--- src/rtl/int_sequencer_pkg.sv ---
// Shared definitions for the interrupt entry / RTI return sequencer:
// state encodings, default vector and drain length, and a small helper.
package int_sequencer_pkg;

  localparam logic [31:0] INT_VECTOR_DEFAULT   = 32'h0000_0000;
  localparam int unsigned DRAIN_CYCLES_DEFAULT = 3;

  typedef enum logic [3:0] {
    S_IDLE       = 4'd0,
    S_I_DRAIN    = 4'd1,
    S_PUSH_PC_HI = 4'd2,
    S_PUSH_PC_LO = 4'd3,
    S_PUSH_CCR   = 4'd4,
    S_VECTOR     = 4'd5,
    S_R_DRAIN    = 4'd6,
    S_POP_CCR    = 4'd7,
    S_POP_PC_LO  = 4'd8,
    S_POP_PC_HI  = 4'd9,
    S_RESUME     = 4'd10
  } seq_state_t;

  // The drain counter counts down to zero, so a drain of N cycles starts at N-1.
  function automatic logic [3:0] drain_init(input int unsigned cycles);
    return 4'(cycles - 1);
  endfunction

endpackage

--- src/rtl/int_sequencer_edge_latch.sv ---
// Rising-edge detector for the external interrupt line plus a sticky
// pending flag, so that an interrupt raised while the sequencer is busy
// is remembered and serviced once it returns to IDLE.
module int_edge_latch (
  input  logic clk,
  input  logic RESET,
  input  logic int_req,
  input  logic clear,
  output logic int_edge,
  output logic pending
);

  logic int_req_q;

  assign int_edge = int_req & ~int_req_q;

  // Track the previous line level; clear wins over a coincident edge because
  // clear means the sequencer is already starting service for that edge.
  always_ff @(posedge clk) begin
    if (RESET) begin
      int_req_q <= 1'b0;
      pending   <= 1'b0;
    end else begin
      int_req_q <= int_req;
      if (clear) begin
        pending <= 1'b0;
      end else if (int_edge) begin
        pending <= 1'b1;
      end
    end
  end

endmodule

--- src/rtl/int_sequencer.sv ---
// Interrupt entry / RTI return sequencer. Stalls and flushes the front end,
// drains the pipeline, then pushes PC and CCR (entry) or pops them back
// (return) through the memory-stage stack port. All outputs are decoded
// from registered state only.
module int_sequencer
  import int_sequencer_pkg::*;
#(
  parameter logic [31:0] INT_VECTOR   = INT_VECTOR_DEFAULT,
  parameter int unsigned DRAIN_CYCLES = DRAIN_CYCLES_DEFAULT
) (
  input  logic        clk,
  input  logic        RESET,
  input  logic        int_req,
  input  logic        rti_req,
  input  logic [31:0] resume_pc,
  input  logic [2:0]  ccr,
  input  logic        stack_ack,
  input  logic [15:0] pop_data,
  output logic        stall_fetch,
  output logic        flush_fd,
  output logic        push_req,
  output logic        pop_req,
  output logic [15:0] push_data,
  output logic        pc_load,
  output logic [31:0] pc_load_value,
  output logic        ccr_load,
  output logic [2:0]  ccr_restore,
  output logic        int_ack,
  output logic        busy
);

  localparam logic [3:0] DRAIN_INIT = drain_init(DRAIN_CYCLES);

  seq_state_t  state;
  seq_state_t  state_next;
  logic [3:0]  drain_cnt;
  logic [31:0] saved_pc;
  logic [2:0]  saved_ccr;
  logic [2:0]  popped_ccr;
  logic [15:0] popped_lo;
  logic [15:0] popped_hi;
  logic        int_edge;
  logic        pending;
  logic        start_int;

  // RTI has priority in IDLE; a coincident edge is left pending by the latch.
  assign start_int = (state == S_IDLE) && !rti_req && (int_edge || pending);

  int_edge_latch u_edge_latch (
    .clk      (clk),
    .RESET    (RESET),
    .int_req  (int_req),
    .clear    (start_int),
    .int_edge (int_edge),
    .pending  (pending)
  );

  // State register.
  always_ff @(posedge clk) begin
    if (RESET) begin
      state <= S_IDLE;
    end else begin
      state <= state_next;
    end
  end

  // Next-state selection and Moore output decode.
  always_comb begin
    state_next    = state;
    stall_fetch   = 1'b0;
    flush_fd      = 1'b0;
    busy          = 1'b0;
    push_req      = 1'b0;
    pop_req       = 1'b0;
    push_data     = 16'h0000;
    pc_load       = 1'b0;
    pc_load_value = 32'h0000_0000;
    ccr_load      = 1'b0;
    ccr_restore   = 3'b000;
    int_ack       = 1'b0;

    if (state != S_IDLE) begin
      stall_fetch = 1'b1;
      flush_fd    = 1'b1;
      busy        = 1'b1;
    end

    case (state)
      S_IDLE: begin
        if (rti_req) begin
          state_next = S_R_DRAIN;
        end else if (int_edge || pending) begin
          state_next = S_I_DRAIN;
        end
      end
      S_I_DRAIN: begin
        if (drain_cnt == 4'd0) begin
          state_next = S_PUSH_PC_HI;
        end
      end
      S_PUSH_PC_HI: begin
        push_req  = 1'b1;
        push_data = saved_pc[31:16];
        if (stack_ack) begin
          state_next = S_PUSH_PC_LO;
        end
      end
      S_PUSH_PC_LO: begin
        push_req  = 1'b1;
        push_data = saved_pc[15:0];
        if (stack_ack) begin
          state_next = S_PUSH_CCR;
        end
      end
      S_PUSH_CCR: begin
        push_req  = 1'b1;
        push_data = {13'b0, saved_ccr};
        if (stack_ack) begin
          state_next = S_VECTOR;
        end
      end
      S_VECTOR: begin
        pc_load       = 1'b1;
        pc_load_value = INT_VECTOR;
        int_ack       = 1'b1;
        state_next    = S_IDLE;
      end
      S_R_DRAIN: begin
        if (drain_cnt == 4'd0) begin
          state_next = S_POP_CCR;
        end
      end
      S_POP_CCR: begin
        pop_req = 1'b1;
        if (stack_ack) begin
          state_next = S_POP_PC_LO;
        end
      end
      S_POP_PC_LO: begin
        pop_req = 1'b1;
        if (stack_ack) begin
          state_next = S_POP_PC_HI;
        end
      end
      S_POP_PC_HI: begin
        pop_req = 1'b1;
        if (stack_ack) begin
          state_next = S_RESUME;
        end
      end
      S_RESUME: begin
        pc_load       = 1'b1;
        pc_load_value = {popped_hi, popped_lo};
        ccr_load      = 1'b1;
        ccr_restore   = popped_ccr;
        state_next    = S_IDLE;
      end
      default: begin
        state_next = S_IDLE;
      end
    endcase
  end

  // Drain counter: loaded when a sequence leaves IDLE, counts down while draining.
  always_ff @(posedge clk) begin
    if (RESET) begin
      drain_cnt <= 4'd0;
    end else if (state == S_IDLE && state_next != S_IDLE) begin
      drain_cnt <= DRAIN_INIT;
    end else if ((state == S_I_DRAIN || state == S_R_DRAIN) && drain_cnt != 4'd0) begin
      drain_cnt <= drain_cnt - 4'd1;
    end
  end

  // Context capture: resume PC/CCR at interrupt start, popped halves on each acked pop.
  always_ff @(posedge clk) begin
    if (RESET) begin
      saved_pc   <= 32'h0000_0000;
      saved_ccr  <= 3'b000;
      popped_ccr <= 3'b000;
      popped_lo  <= 16'h0000;
      popped_hi  <= 16'h0000;
    end else begin
      if (start_int) begin
        saved_pc  <= resume_pc;
        saved_ccr <= ccr;
      end
      if (stack_ack) begin
        case (state)
          S_POP_CCR:   popped_ccr <= pop_data[2:0];
          S_POP_PC_LO: popped_lo  <= pop_data;
          S_POP_PC_HI: popped_hi  <= pop_data;
          default: ;
        endcase
      end
    end
  end

endmodule

--- config.mk ---
export PLATFORM = sky130hd
export DESIGN_NAME = int_sequencer
export DESIGN_NICKNAME = d
export VERILOG_FILES = /design/src/rtl/int_sequencer_pkg.sv /design/src/rtl/int_sequencer_edge_latch.sv /design/src/rtl/int_sequencer.sv
export SDC_FILE = /design/constraint.sdc
export NUM_CORES = 1
export LEC_CHECK = 0
export BUFFER_PORTS_ARGS = -buffer_cell sky130_fd_sc_hd__buf_4
export CAP_MARGIN = 20
export CORE_UTILIZATION = 49
export CTS_BUF_LIST = sky130_fd_sc_hd__clkbuf_4
export CTS_CLUSTER_DIAMETER = 40
export DETAILED_ROUTE_END_ITERATION = 8
export GPL_ROUTABILITY_DRIVEN = 0
export PLACE_DENSITY = 0.86
export SYNTH_ARGS = -nofsm -noshare
export SYNTH_HDL_FRONTEND = slang
export SYNTH_SLANG_ARGS = --single-unit
--- constraint.sdc ---
create_clock -name clk -period 1.82 [get_ports clk]
set_input_delay 0.091 -clock clk [delete_from_list [all_inputs] [get_ports clk]]
set_output_delay 0.091 -clock clk [all_outputs]
set_load 0.05 [all_outputs]
**Yosys cells after proc, flatten, opt, wreduce, memory -nomap -nowiden**

Index checks and enable logic that the tools add are counted.

- Latch bits: 0
- Output and inout bits: 59
- Memory bits (writable): 0
- Memories: 0
- ROM bits: 0
- Bits of input ports: 56
- Bits in registers: 80

- Add/sub/neg operators: 1
- Magnitude comparators: 0
- Div/mod/pow operators: 0
- Multiply operators: 0
- Equality and inequality tests: 10
- Shift-type cells: 0
- Reduce and logical (&&, ||, !) cells: 21
- Multiplexer cells: 22
- Bitwise logic cells: 2

Operator list:

| kind | number |
|---|---|
| 16-bit one-hot mux with 3 select lines | 1 |
| 4-bit two-way mux | 10 |
| 4-bit one-hot mux with 9 select lines | 1 |
| 32-bit two-way mux | 1 |
| 4-bit by 3-bit == test with 1-bit output, second input constant | 4 |
| 4-bit == test, second input constant | 3 |
| 4-bit nonzero test | 3 |
| 4-bit by 2-bit == test with 1-bit output, second input constant | 2 |
| 4-bit zero test | 2 |
| 1-bit two-way mux | 6 |
| 2-bit AND reduction | 3 |
| 2-bit OR reduction | 3 |
| 3-bit OR reduction | 2 |
| 4-bit by 1-bit == test with 1-bit output, second input constant | 1 |
| 1-bit logical AND | 4 |
| 2-bit two-way mux | 2 |
| 4-bit by 1-bit subtractor with 4-bit output, second input constant | 1 |
| 3-bit two-way mux | 1 |
| 1-bit logical OR | 2 |
| 2-bit nonzero test | 1 |
| 1-bit bitwise AND | 1 |
| 1-bit zero test | 1 |
| 1-bit NOT | 1 |

**Depth between registers and ports, before layout**

- Word-level depth: 9
- Mapped depth: 9
- Gate-level depth less buffers: 7

**Hierarchy**

Synthesis repeated with hierarchy kept, for this count alone.

- Cells, all modules: 472
- Area, all modules: 3,754.9 µm²

Modules (own cells, without submodules):

| module | area each (µm²) | cells an instance | times used |
|---|---|---|---|
| int_sequencer | 3,683.5 | 466 | 1 |
| int_edge_latch | 71.3 | 6 | 1 |

**Worst setup path after synthesis**

OpenSTA, ideal clock, no wires.

- Path kind: register to output
- Start: register state[0]
- End: output pc_load_value[22]
- Slack: -320 ps
- Arrival time: 2,049 ps
- Stages on the path, launching flop included: 7
- Buffers on the path: 3
- Path through: dfxtp_1 buf_4 nand2b_1 nor2b_1 clkbuf_1 clkbuf_1 and2_1

- Cells in the longest elaborated chain, start to end: 2

RTL lines:

| what | RTL line | RTL |
|---|---|---|
| start: declaration | int_sequencer.sv:34 | `seq_state_t state;` |
| start signal: assignment | int_sequencer.sv:63 | `state <= state_next;` |
| 4-bit == test | int_sequencer.sv:88 | `case (state)` |
| 32-bit two-way mux | int_sequencer.sv:88 |  |
| end: declaration | int_sequencer.sv:25 | `output logic [31:0] pc_load_value,` |

Every way passes these cells.

**Final worst setup path**

- Start: register state[0]
- End: register saved_pc[12]

- Cells in the longest elaborated chain, start to end: 3

RTL lines:

| what | RTL line | RTL |
|---|---|---|
| 4-bit zero test | int_sequencer.sv:47 | `assign start_int = (state == S_IDLE) && !rti_req && (int_edge \|\| pending);` |
| 1-bit logical AND (2 in series) | int_sequencer.sv:47 |  |
| end signal: assignment | int_sequencer.sv:185 | `saved_pc <= resume_pc;` |
| end: declaration | int_sequencer.sv:37 | `logic [31:0] saved_pc;` |

Every way passes these cells.
A chain may end at the register's enable or synchronous reset.

==> results.py <==
metrics = {
    "synthesis": {
        "async_reset_ff_share_pct": 0,
        "netlist_top_cells_count": "80 x dfxtp_1, 78 x nand2_1, 74 x nand2b_1",
        "yosys_warnings": 0,
        "ys_ff_latch": 80,
        "synthMostInstantiatedCell": "dfxtp_1",
        "synth.cell_area_um2": 4000,
        "seq_area_frac_synth_pct": 40.0,
        "synthTopCellsByArea": "dfxtp_1 40%, nand2b_1 12%, mux2i_1 9.5%",
        "synth_edf_count": 0,
        "synth_fp_nets": 523,
        "synth_flop_cell": "dfxtp_1",
        "synthCells": 466,
        "synth.avg_cell_area_um2": 8.58,
        "netlist.area_leader.share_pct": 40.0,
        "synth_top_area_cell": "dfxtp_1",
        "ys_types": 47,
    },
    "clocking": {
        "root_buffer": "clkbuf_4",
        "cts_tree": "yes",
        "clkLatencyLatePin_ns": 0.45,
        "htreeDepth": 3,
        "cts.sinks": 80,
        "cts.clk_slew.worst_paths_ns": 0.16,
        "cts_made_buffers": 9,
        "clk_path_buf_depth": 2,
    },
    "place": {
        "hpwlAfterDp_um": 6800,
        "port_buffers": 114,
        "dp_cells": 676,
        "dpl_worst_slack_ns": -0.270,
    },
    "final_layout": {
        "finalNetCount": 715,
        "syn2layout_area_growth_pct": 69.4,
        "stdcell_count": 765,
        "layout-drive-gt1-share_pct": 40.6,
        "fill_cells": 356,
        "diodes": 0,
    },
    "timing": {
        "hold_viol": 0,
        "setup-tns-final_ns": -18.08,
        "fin_ws_ns": -0.292,
        "relSlewSlack_pct": 53.0,
        "clock_skew_ns": 0.0221,
        "finalMaxSlewViolations": 0,
        "whs_ns": 0.0300,
        "setup_viol": 94,
        "fmax_mhz": 473,
        "final.period_utilization_pct": 116,
        "rsz0062_at_grt": "yes",
        "fin_crit_ns": 2.11,
        "worst_slew_pin_slew_ns": 0.705,
    },
    "route": {
        "wl_um": 15200,
        "dr.first_iter.drc_count": 189,
        "drcViolationCount": 0,
        "top_layer_used": "met4",
        "vias": 4294,
        "postRouteAntennaNets": 0,
        "wl_met3_um": 876,
        "drt_pre_antenna_iters": 5,
        "met1_length_um": 5480,
        "wl_met2_um": 8180,
        "post_drt_via_cell_ratio": 5.61,
        "wl_per_cell_um": 19.8,
    },
    "critical_path": {
        "cp-end-kind": "flop",
        "r2r_start": "state[0]",
        "required_ns": 2.19,
        "r2r_cells": 9,
        "worstSetupStartpointType": "flop",
        "startpoint": "state[0]",
        "crit_type": "flop to flop",
        "r2r_end": "saved_pc[12]",
        "cp_data_arrival_time_ns": 2.48,
        "worstPathMaxFanout": 16,
        "r2r_setup_slack_ns": -0.29,
    },
    "power": {
        "total_power_w": 0.00656,
        "cellPowerDensity_nw_per_um2": 968,
        "p_leak_nw": 2.75,
        "vdd_drop_max_v": 0.000761,
    },
    "floorplan": {
        "ios": 115,
        "initial_core_util_pct": 51.2,
        "dieHeight_um": 92.4,
        "rows": 32,
        "die-area_um2": 8530,
        "coreArea_um2": 7810,
        "die_w_um": 92.4,
    },
    "grt": {
        "grt_use_total_pct": 30.1,
        "gr-total-overflow": 0,
        "grt_pass1_vias": 4116,
        "grt_max_degree": 91,
        "grt_pass1_wl_um": 20000,
        "antenna_found_initial": 0,
    },
    "status": {
        "status": "finished with violations",
        "violations": "negative setup slack",
    },
    "worst_hold_path": {
        "hold_depth": 3,
        "whs_endpoint": "popped_ccr[1]",
        "hp-start": "stack_ack",
        "hold_path_class": "input pin to flop",
    },
    "job": {
        "drv_cap": 0,
    },
}
-- placed cells by master, fill, tap and decap left out, types with 5 or more instances in the layout --
cell	n
dlygate4sd3_1	52
nand2_1	76
a22o_4	8
buf_12	7
a22o_1	6
buf_4	84
buf_8	47
nor2_1	10
clkbuf_4	9
a21oi_1	39
mux2i_1	37
dfxtp_2	5
and2_4	32
dfxtp_1	74
buf_6	22
nand2b_1	72
-- sequential cells by signal (all words and copies together) (netlist names) --
name and cells:
drain_cnt 4, popped_ccr 3, popped_hi 16, popped_lo 16, saved_ccr 3, saved_pc 32, state 4, u_edge_latch.int_req_q 1
u_edge_latch.pending 1
-- logic make-up after synthesis --
kind of cell | share of synthesized area (%)
flops | 40.0
xor+xnor | 0.657
fa+ha+maj | 0.313
buf+inv | 5.50
compound gates | 12.0
simple gates | 31.7
mux | 9.79
-- stage by stage --
step | utilization [%] | instance area (um2)
global placement | 65.7 | 5130
CTS | 79.4 | 6200
finish | 86.8 | 6780
detailed placement | 65.7 | 5130
floorplan | - | 4060
global route | 86.8 | 6780
-- worst max-delay path, cell delays in order, from the launching register on --
cell and delay [ns]:
dfxtp_2 0.36, buf_8 0.12, buf_12 0.14, nor4bb_2 0.33, nor2_1 0.08, a31o_2 0.29, a21oi_4 0.20, buf_12 0.15
buf_16 0.13, mux2i_2 0.26
-- repair_timing --
item,4_1_cts,5_1_grt
gates resized for setup,63,125
pin swaps,20,17
cloned,3,6
hold endpoints to repair,71,0
setup buffers,11,3
endpoints found under the setup margin,94,107
hold buffers,52,0
-- final cells by class --
class	instances	area, um2	area share [%]
multi-input cells	345	2500	36.8
repair buffers	217	2370	35.0
flip-flops and latches	80	1610	23.8
well taps	102	128	1.88
clock inverters	7	80.1	1.18
clock buffers	9	67.6	0.997
inverters	5	18.8	0.277
-- routing by layer --
metal / vias to the layer above / global-route usage (%)
li1: 1941 / -
met1: 2065 / 33.1
met2: 233 / 56.1
met3: 55 / 5.67
met4: 0 / 12.8
met5: - / 0
-- report_power, final --
part,internal [W],switching [W]
registers,0.00202,0.000217
logic,0.00158,0.00158
clock network,0.000436,0.000724
-- worst max path at each step --
stage	cells past startpoint	endpoint	slack (ns)
finish	9	saved_pc[12]	-0.29
global placement	9	saved_pc[30]	-0.18
floorplan	9	saved_pc[10]	-0.07
CTS	8	push_data[2]	-0.22
global route	9	saved_pc[12]	-0.34
detailed placement	9	saved_ccr[0]	-0.27
(Power assumes the default switching activity.)
